**config.mk**
```make
export PLATFORM = sky130hd
export DESIGN_NAME = spi_host_cmd_master
export DESIGN_NICKNAME = d
export VERILOG_FILES = /design/src/rtl/spi_host_cmd_master.sv
export SDC_FILE = /design/constraint.sdc
export NUM_CORES = 1
export LEC_CHECK = 0
export BUFFER_PORTS_ARGS = -buffer_cell sky130_fd_sc_hd__buf_4
export CAP_MARGIN = 10
export CORE_ASPECT_RATIO = 0.6
export CORE_MARGIN = 4
export CORE_UTILIZATION = 25
export CTS_BUF_LIST = sky130_fd_sc_hd__clkbuf_16
export DETAILED_ROUTE_END_ITERATION = 8
export PLACE_DENSITY = 0.41
export SLEW_MARGIN = 25
export SYNTH_ARGS = -nofsm -noshare
export SYNTH_HDL_FRONTEND = slang
export SYNTH_SLANG_ARGS = --single-unit
```
**constraint.sdc**
```tcl
create_clock -name clk -period 6.7 [get_ports clk]
set_input_delay 0.67 -clock clk [delete_from_list [all_inputs] [get_ports clk]]
set_output_delay 0.67 -clock clk [all_outputs]
set_load 0.02 [all_outputs]
```
**src/rtl/spi_host_cmd_master.sv**
```systemverilog
// Host-side SPI master: frames one accelerator command per transaction (opcode + payload),
// streams LOAD payload from a local source, returns READ_RES/STATUS bytes, tracks irq.
module spi_host_cmd_master #(
    parameter int unsigned CLK_DIV   = 2,
    parameter int unsigned SETUP_CYC = 4,
    parameter int unsigned GAP_CYC   = 8,
    parameter int unsigned HOLD_CYC  = 4
) (
    input  logic       clk,
    input  logic       rst_n,
    input  logic       cmd_valid,
    input  logic [2:0] cmd_op,
    output logic       cmd_ready,
    output logic       wr_req,
    output logic [5:0] wr_idx,
    input  logic [7:0] wr_data,
    output logic       rd_valid,
    output logic [5:0] rd_idx,
    output logic [7:0] rd_data,
    output logic [7:0] status_byte,
    output logic       done,
    output logic       cmd_err,
    output logic       busy,
    input  logic       irq_in,
    output logic       irq_pending,
    output logic       sclk,
    output logic       mosi,
    output logic       cs_n,
    input  logic       miso
);

    typedef enum logic [2:0] {S_IDLE, S_SETUP, S_SHIFT, S_GAP, S_FETCH, S_HOLD} state_t;

    localparam logic [2:0] OP_READ   = 3'd3;
    localparam logic [2:0] OP_STATUS = 3'd4;

    function automatic logic [6:0] n_bytes(input logic [2:0] op);
        case (op)
            3'd0:    n_bytes = 7'd32;
            3'd1:    n_bytes = 7'd16;
            3'd3:    n_bytes = 7'd64;
            3'd4:    n_bytes = 7'd1;
            default: n_bytes = 7'd0;
        endcase
    endfunction

    state_t      state_q, state_d;
    logic [15:0] cnt_q, cnt_d, div_q, div_d;
    logic        sclk_q, sclk_d, mosi_q, mosi_d, cs_n_q, cs_n_d;
    logic [2:0]  bit_q, bit_d, op_q, op_d;
    logic [6:0]  byte_q, byte_d;
    logic [7:0]  tx_q, tx_d, rx_q, rx_d;
    logic        wr_req_q, wr_req_d, rd_valid_q, rd_valid_d;
    logic [5:0]  wr_idx_q, wr_idx_d, rd_idx_q, rd_idx_d;
    logic [7:0]  rd_data_q, rd_data_d, status_q, status_d;
    logic        done_q, done_d, err_q, err_d;
    logic        irq_s1_q, irq_s2_q, irq_s3_q, irq_pend_q, irq_pend_d;
    logic        accept;
    logic [7:0]  opcode;

    assign accept = cmd_valid && (state_q == S_IDLE);
    assign opcode = {1'b0, op_q + 3'd1, 4'h0};

    always_comb begin
        state_d    = state_q;
        cnt_d      = cnt_q;
        div_d      = div_q;
        sclk_d     = sclk_q;
        mosi_d     = mosi_q;
        cs_n_d     = cs_n_q;
        bit_d      = bit_q;
        op_d       = op_q;
        byte_d     = byte_q;
        tx_d       = tx_q;
        rx_d       = rx_q;
        wr_req_d   = 1'b0;
        wr_idx_d   = wr_idx_q;
        rd_valid_d = 1'b0;
        rd_idx_d   = rd_idx_q;
        rd_data_d  = rd_data_q;
        status_d   = status_q;
        done_d     = 1'b0;
        err_d      = 1'b0;
        // A new synchronized irq edge beats a same-cycle clear from READ_RES acceptance
        irq_pend_d = (irq_s2_q & ~irq_s3_q) |
                     (irq_pend_q & ~(accept && cmd_op == OP_READ));

        case (state_q)
            S_IDLE: begin
                if (accept) begin
                    op_d = cmd_op;
                    if (cmd_op > OP_STATUS) begin
                        done_d = 1'b1;
                        err_d  = 1'b1;
                    end else begin
                        state_d = S_SETUP;
                        cs_n_d  = 1'b0;
                        cnt_d   = '0;
                        byte_d  = '0;
                    end
                end
            end
            S_SETUP: begin
                if (cnt_q == 16'(SETUP_CYC - 1)) begin
                    state_d = S_SHIFT;
                    tx_d    = opcode;
                    mosi_d  = opcode[7];
                    div_d   = '0;
                    bit_d   = '0;
                end else begin
                    cnt_d = cnt_q + 16'd1;
                end
            end
            S_SHIFT: begin
                if (div_q == 16'(CLK_DIV - 1)) begin
                    div_d = '0;
                    if (!sclk_q) begin
                        sclk_d = 1'b1;
                        rx_d   = {rx_q[6:0], miso};
                        // byte_q counts the opcode as byte 0, so payload index is byte_q-1
                        if (bit_q == 3'd7 && byte_q != 7'd0 &&
                            (op_q == OP_READ || op_q == OP_STATUS)) begin
                            rd_valid_d = 1'b1;
                            rd_idx_d   = byte_q[5:0] - 6'd1;
                            rd_data_d  = {rx_q[6:0], miso};
                            if (op_q == OP_STATUS) status_d = {rx_q[6:0], miso};
                        end
                    end else begin
                        sclk_d = 1'b0;
                        if (bit_q == 3'd7) begin
                            cnt_d   = '0;
                            byte_d  = byte_q + 7'd1;
                            state_d = (byte_q == n_bytes(op_q)) ? S_HOLD : S_GAP;
                        end else begin
                            bit_d  = bit_q + 3'd1;
                            tx_d   = {tx_q[6:0], 1'b0};
                            mosi_d = tx_q[6];
                        end
                    end
                end else begin
                    div_d = div_q + 16'd1;
                end
            end
            S_GAP: begin
                if (cnt_q == 16'(GAP_CYC - 1)) begin
                    cnt_d = '0;
                    if (op_q <= 3'd1) begin
                        state_d  = S_FETCH;
                        wr_req_d = 1'b1;
                        wr_idx_d = byte_q[5:0] - 6'd1;
                    end else begin
                        state_d = S_SHIFT;
                        tx_d    = '0;
                        mosi_d  = 1'b0;
                        div_d   = '0;
                        bit_d   = '0;
                    end
                end else begin
                    cnt_d = cnt_q + 16'd1;
                end
            end
            S_FETCH: begin
                if (cnt_q == 16'd0) begin
                    cnt_d = 16'd1;
                end else begin
                    state_d = S_SHIFT;
                    tx_d    = wr_data;
                    mosi_d  = wr_data[7];
                    div_d   = '0;
                    bit_d   = '0;
                end
            end
            S_HOLD: begin
                if (cnt_q == 16'(HOLD_CYC - 1)) begin
                    state_d = S_IDLE;
                    cs_n_d  = 1'b1;
                    done_d  = 1'b1;
                end else begin
                    cnt_d = cnt_q + 16'd1;
                end
            end
            default: state_d = S_IDLE;
        endcase
    end

    always_ff @(posedge clk or negedge rst_n) begin
        if (!rst_n) begin
            state_q    <= S_IDLE;
            cnt_q      <= '0;
            div_q      <= '0;
            sclk_q     <= 1'b0;
            mosi_q     <= 1'b0;
            cs_n_q     <= 1'b1;
            bit_q      <= '0;
            op_q       <= '0;
            byte_q     <= '0;
            tx_q       <= '0;
            rx_q       <= '0;
            wr_req_q   <= 1'b0;
            wr_idx_q   <= '0;
            rd_valid_q <= 1'b0;
            rd_idx_q   <= '0;
            rd_data_q  <= '0;
            status_q   <= '0;
            done_q     <= 1'b0;
            err_q      <= 1'b0;
            irq_s1_q   <= 1'b0;
            irq_s2_q   <= 1'b0;
            irq_s3_q   <= 1'b0;
            irq_pend_q <= 1'b0;
        end else begin
            state_q    <= state_d;
            cnt_q      <= cnt_d;
            div_q      <= div_d;
            sclk_q     <= sclk_d;
            mosi_q     <= mosi_d;
            cs_n_q     <= cs_n_d;
            bit_q      <= bit_d;
            op_q       <= op_d;
            byte_q     <= byte_d;
            tx_q       <= tx_d;
            rx_q       <= rx_d;
            wr_req_q   <= wr_req_d;
            wr_idx_q   <= wr_idx_d;
            rd_valid_q <= rd_valid_d;
            rd_idx_q   <= rd_idx_d;
            rd_data_q  <= rd_data_d;
            status_q   <= status_d;
            done_q     <= done_d;
            err_q      <= err_d;
            irq_s1_q   <= irq_in;
            irq_s2_q   <= irq_s1_q;
            irq_s3_q   <= irq_s2_q;
            irq_pend_q <= irq_pend_d;
        end
    end

    assign cmd_ready   = (state_q == S_IDLE);
    assign busy        = (state_q != S_IDLE);
    assign wr_req      = wr_req_q;
    assign wr_idx      = wr_idx_q;
    assign rd_valid    = rd_valid_q;
    assign rd_idx      = rd_idx_q;
    assign rd_data     = rd_data_q;
    assign status_byte = status_q;
    assign done        = done_q;
    assign cmd_err     = err_q;
    assign irq_pending = irq_pend_q;
    assign sclk        = sclk_q;
    assign mosi        = mosi_q;
    assign cs_n        = cs_n_q;

endmodule

```
== Word-level counts from Yosys, hierarchy flattened ==
Cells that the tools add are included.

* Add/subtract/negate cells: 6
* $mul: 0
* Div/mod/pow operators: 0
* Order comparisons: 2
* Equality and inequality tests: 27
* Shifts and indexed selects: 0
* Muxes and demuxes: 78
* Bitwise operators: 6
* Reduce and logical (&&, ||, !) cells: 27

{| class="wikitable"
|+ Operator list
! operator !! number
|-
| 16-bit two-way mux || 13
|-
| 7-bit two-way mux || 16
|-
| 16-bit case mux with 5 select lines || 1
|-
| 16-bit case mux with 4 select lines || 1
|-
| 7-bit case mux with 4 select lines || 2
|-
| 3-bit two-way mux || 17
|-
| 16-bit by 1-bit adder with 16-bit output (second input constant) || 2
|-
| 2-bit != test (second input constant) || 12
|-
| 1-bit two-way mux || 22
|-
| 3-bit case mux with 6 select lines || 1
|-
| 16-bit by 1-bit equality test with 1-bit output (second input constant) || 1
|-
| 16-bit by 2-bit equality test with 1-bit output (second input constant) || 1
|-
| 16-bit by 3-bit equality test with 1-bit output (second input constant) || 1
|-
| 16-bit zero test || 1
|-
| 8-bit AND reduction || 2
|-
| 7-bit case mux with 2 select lines || 1
|-
| 3-bit by 2-bit equality test with 1-bit output (second input constant) || 4
|-
| 3-bit equality test (second input constant) || 4
|-
| 3-bit case mux with 4 select lines || 1
|-
| 5-bit AND reduction || 2
|-
| 9-bit AND reduction || 1
|-
| 4-bit AND reduction || 2
|-
| 7-bit by 1-bit adder with 7-bit output (second input constant) || 1
|-
| 7-bit equality test || 1
|-
| other kinds (23) || 36
|}

* Register bits: 101
* Bits in latches: 0
* Bits in writable memories: 0
* Bits in read-only memories: 0
* Bits of input ports: 16
* Word-level logic and storage cells: 169
* Memories: 0

== Logic depth before layout (Yosys ltp) ==
* Word-level depth: 12
* Depth in mapped cells: 9
* Mapped depth without buffers: 7

== Worst setup path after synthesis ==
No wires, ideal clock.

* Kind: register -> register
* From: reg state_q[2]
* To: reg bit_q[0]
* Library setup time: 0.127 ns
* Arrival time: 2.149 ns
* Setup slack: 4.424 ns
* Cell stages (with the launch flop): 9
* Path buffers: 2
* Period minus slack after synthesis: 2.276 ns
* Cells stage by stage: dfrtp_1 -> buf_2 -> nor3_2 -> inv_1 -> nand2_1 -> a21o_1 -> nor4_4 -> buf_6 -> mux2_1

* Longest elaborated chain between the ends: 3
* Elaborated cells on any way between the ends: 14
* Classes of those cells: eq/ne (11); mux (1); reduce/logical (2)

{| class="wikitable"
|+ Ends and longest elaborated chain
! what !! RTL line !! RTL
|-
| start, declared || 47 || <nowiki>state_t state_q, state_d;</nowiki>
|-
| start signal, assigned || 212 || <nowiki>state_q <= state_d;</nowiki>
|-
| 3-bit by 2-bit equality test with 1-bit output (tied with other cells) || 88 || <nowiki>case (state_q)</nowiki>
|-
| 2-bit != test (no line) or 4-bit nonzero test (tied branches) || n/a ||
|-
| 8-bit AND reduction (no line) || n/a ||
|-
| end signal, assigned || 218 || <nowiki>bit_q <= bit_d;</nowiki>
|-
| end, declared || 50 || <nowiki>logic [2:0] bit_q, bit_d, op_q, op_d;</nowiki>
|}

Parallel ways exist; a longest one is shown, timed or not.
A chain may end at the register's enable or synchronous reset.

== Worst setup path after layout ==
* From: reg state_q[2]
* To: reg tx_q[6]

* Longest elaborated chain between the ends: 3
* Elaborated cells on any way between the ends: 14
* Classes of those cells: eq/ne (11); mux (1); reduce/logical (2)

{| class="wikitable"
|+ Ends and longest elaborated chain
! what !! RTL line !! RTL
|-
| 3-bit by 2-bit equality test with 1-bit output (tied with other cells) || 88 ||
|-
| 2-bit != test (no line) or 4-bit nonzero test (tied branches) || n/a ||
|-
| 8-bit AND reduction (no line) || n/a ||
|-
| end signal, assigned || 221 || <nowiki>tx_q <= tx_d;</nowiki>
|-
| end, declared || 52 || <nowiki>logic [7:0] tx_q, tx_d, rx_q, rx_d;</nowiki>
|}

Parallel ways exist; a longest one is shown, timed or not.

==> key figures <==
Status
  – Status: finished, final reports clean

Power
  – Worst VDD drop: 0.112 mV
  – Overall Power: 1190 uW
  – Comb pwr share: 0.025
  – Cell Pwr Density: 187 mW/mm^2
  – Internal power: 918 uW
  – Sequential share of power: 0.521
  – Switch share: 0.227
  – Clock power frac: 0.453
  – NetSw: 270 uW
  – Leakage power: 0.00276 uW

Flow run
  – Max-cap violations: 0

Routing
  – WL met2: 5610 um
  – Met1 wire length: 7950 um
  – Wire per inst: 17.0 um
  – # DRC: 0
  – Initial drt markers: 311
  – Met3 WL post-DR: 564 um
  – Via density: 4.95
  – WL final: 14300 um
  – Pre-antenna DRT Iters: 4
  – Max Used Layer: met4
  – Vias: 4144
  – Routed Antenna Nets: 0

Cells and area
  – Post-route insts no fill: 837
  – Ratio of cells with drive above 1 in the final layout: 0.228
  – Final antenna diode count: 0
  – Area growth from synthesis to layout: 17.6%
  – Net count reported at finish: 581

Global route
  – Largest net degree at the start of global routing: 59
  – First-pass GRT wire length: 23400 um
  – GRT Util Overall: 0.122
  – Initial antenna violation count: 0
  – Overflow after GRT: 0
  – Vias in the first global route: 4075

Clocking
  – Reg clk slew, reported paths: 70 ps
  – Max clock buf depth: 2
  – Clock root cell: clkbuf_16
  – TritonCTS clock tree: built
  – # hold bufs at CTS: 0
  – Setup bufs post-CTS: 0
  – H-tree Lvls: 3
  – Post-cts resize count: 0
  – Num CTS Buffers: 9
  – Clock sinks: 101
  – Clk Latency, worst-skew pair: 360 ps

Floorplanning
  – Die Height: 122 um
  – Die ar.: 0.0241 sq mm
  – CORE AREA: 0.0211 sq mm
  – Row count: 41
  – Die W: 198 um
  – Starting density of the core: 0.255
  – Ports: 54

Timing
  – Setup TNS: 0 ps
  – Setup ws final: 3800 ps
  – Fmax achieved: 0.345 GHz
  – Clk_skew: 7.02 ps
  – Worst hold slack: 326 ps
  – Final setup viols: 0
  – RSZ-0062 raised after global routing: no
  – Fin crit period: 2900 ps
  – Fin. Hold Viols: 0
  – Max Slew Vio Count: 0
  – Least-Margin Pin Slew: 885 ps
  – Final Cycle Share: 0.433
  – Max_slew headroom: 0.410

Setup path
  – Worst Path Arrival: 3140 ps
  – Largest stage delay, worst path: 760 ps
  – Worst Path Buf+Inv: 1
  – CP Capture Type: flop
  – Reg2reg start: state_q[2]$_DFFE_PN0P_
  – Setup CP Type: reg2reg
  – Critical path required time: 6940 ps
  – Critical path peak fanout: 20
  – Crit-path leading delay family: simple AND/OR/NAND/NOR gates
  – Reg2reg end: tx_q[6]$_DFFE_PN0P_
  – Worst Reg-to-Reg Cells: 6
  – Worst path cell trace: nor3_2 > inv_1 > nand2_1 > a21o_1 > nor4_4 > mux2_2
  – Slowest cell on the critical path: dfrtp_1
  – Reg2reg setup slack: 3800 ps
  – Setup crit start kind: flop

Place
  – Post-DP HPWL: 10200 um
  – GPL Wtd Cong: 0.802
  – Pre-CTS setup slack: 3800 ps
  – Dpl cells: 821
  – Buffers on Ports: 53

Synthesis
  – Yosys reg bits: 101
  – Ys Warns: 0
  – Sequential area share after synthesis: 0.468
  – Number of synthesized flops with an enable pin: 0
  – Mapped Nets: 541
  – Synth cell types: 64
  – Ys async rst share: 1.00
  – Synthesized cell area: 0.00540 sq mm
  – Primary FF master, synth: dfrtp_1
  – Synthesized instance count: 513
  – Avg Cell Area, Syn: 10.5 sq um

Worst hold path
  – HP Class: in2async
## metal layers
layer | up-vias | track usage
met3 | 11 | 0.0312
met5 | - | 0
met1 | 2081 | 0.195
met2 | 66 | 0.160
li1 | 1986 | -
met4 | 0 | 0.0258
## worst max-delay path by stage
stage / start / endpoint / slack, ps / depth (start not counted)
after floorplan: state_q[2]$_DFFE_PN0P_ / bit_q[0]$_DFFE_PN0P_ / 4420 / 8
after global placement: byte_q[0]$_DFFE_PN0P_ / rd_data[2]$_DFFE_PN0P_ / 3770 / 7
after detailed placement: state_q[2]$_DFFE_PN0P_ / tx_q[6]$_DFFE_PN0P_ / 3800 / 6
after CTS: state_q[2]$_DFFE_PN0P_ / tx_q[6]$_DFFE_PN0P_ / 3780 / 6
after global routing: state_q[2]$_DFFE_PN0P_ / div_q[3]$_DFFE_PN0P_ / 3540 / 4
final: state_q[2]$_DFFE_PN0P_ / tx_q[6]$_DFFE_PN0P_ / 3800 / 6
## power by group through the flow
stage / clock, uW / sequential, uW / combinational (uW)
after floorplan: 0 / 631 / 6.17
after global routing: 581 / 620 / 35.1
after detailed placement: 0 / 631 / 31.6
final: 538 / 619 / 30.2
after CTS: 555 / 619 / 31.7
after global placement: 0 / 631 / 31.4
## cells in the final DEF (no fill, tap or decap), types with 4 or more instances in the layout
cell / count
inv_1: 32
a21o_1: 5
a211oi_1: 12
nor4_1: 8
or3_1: 7
nand2b_1: 8
nand4_1: 10
a2111oi_0: 5
nand3_1: 24
mux2_1: 7
mux2_2: 30
nor2_1: 23
nor3_1: 19
o41ai_1: 11
mux2_4: 8
a21oi_1: 8
mux2i_1: 14
dfrtp_1: 100
and4_1: 5
ha_1: 12
o21ai_0: 27
clkbuf_16: 9
o31ai_1: 9
buf_4: 57
o211a_1: 4
nand2_1: 35
a22o_1: 7
## stage by stage
step                      utilization  cell area, sq um
final                           0.300              6350
after global routing            0.300              6350
after CTS                       0.300              6350
after detailed placement        0.286              6050
after global placement          0.286              6040
after floorplan                     -              5400
## logic make-up (layout without fill, tap and decap cells)
kind of cell | after synthesis | count (layout) | synth area share
mux | 59 | 59 | 0.125
compound gates | 112 | 112 | 0.151
buf+inv | 60 | 105 | 0.0477
simple gates | 163 | 163 | 0.170
fa+ha+maj | 12 | 12 | 0.0278
flops | 101 | 101 | 0.468
xor+xnor | 6 | 6 | 0.00974
## layout make-up
cell class	count	area, sq um
fillers	2221	14800
multi-input cells	352	2620
flip-flops and latches	101	2530
clock inverters	7	76.3
inverters	32	120
well taps	279	349
repair buffers	57	428
clock buffers	9	225
## synth_stat cells (4+ instances only)
| master | instances | area, sq um |
|---|---|---|
| a2111oi_0 | 5 | 43.8 |
| a211oi_1 | 12 | 90.1 |
| a21o_1 | 5 | 37.5 |
| a21oi_1 | 8 | 40.0 |
| a22o_1 | 7 | 61.3 |
| and4_1 | 5 | 43.8 |
| buf_2 | 11 | 55.1 |
| clkbuf_1 | 14 | 52.6 |
| dfrtp_1 | 100 | 2500 |
| ha_1 | 12 | 150 |
| inv_1 | 32 | 120 |
| mux2_1 | 7 | 78.8 |
| mux2_2 | 30 | 338 |
| mux2_4 | 8 | 120 |
| mux2i_1 | 14 | 140 |
| nand2_1 | 35 | 131 |
| nand2b_1 | 8 | 50.1 |
| nand3_1 | 24 | 120 |
| nand4_1 | 10 | 62.6 |
| nor2_1 | 23 | 86.3 |
| nor3_1 | 19 | 95.1 |
| nor4_1 | 8 | 50.1 |
| o211a_1 | 4 | 40.0 |
| o21ai_0 | 27 | 135 |
| o31ai_1 | 9 | 67.6 |
| o41ai_1 | 11 | 96.3 |
| or3_1 | 7 | 43.8 |
## sequential cells by signal (all words and copies together) (netlist names), 3 cells and up
register and cells:
rd_data 8, bit_q 3, op_q 3, tx_q 7, rd_idx 6, cnt_q 16
wr_idx 6, state_q 3, div_q 16, rx_q 7, byte_q 7, status_byte 8
Note: power is estimated with default switching activity, not from simulation.
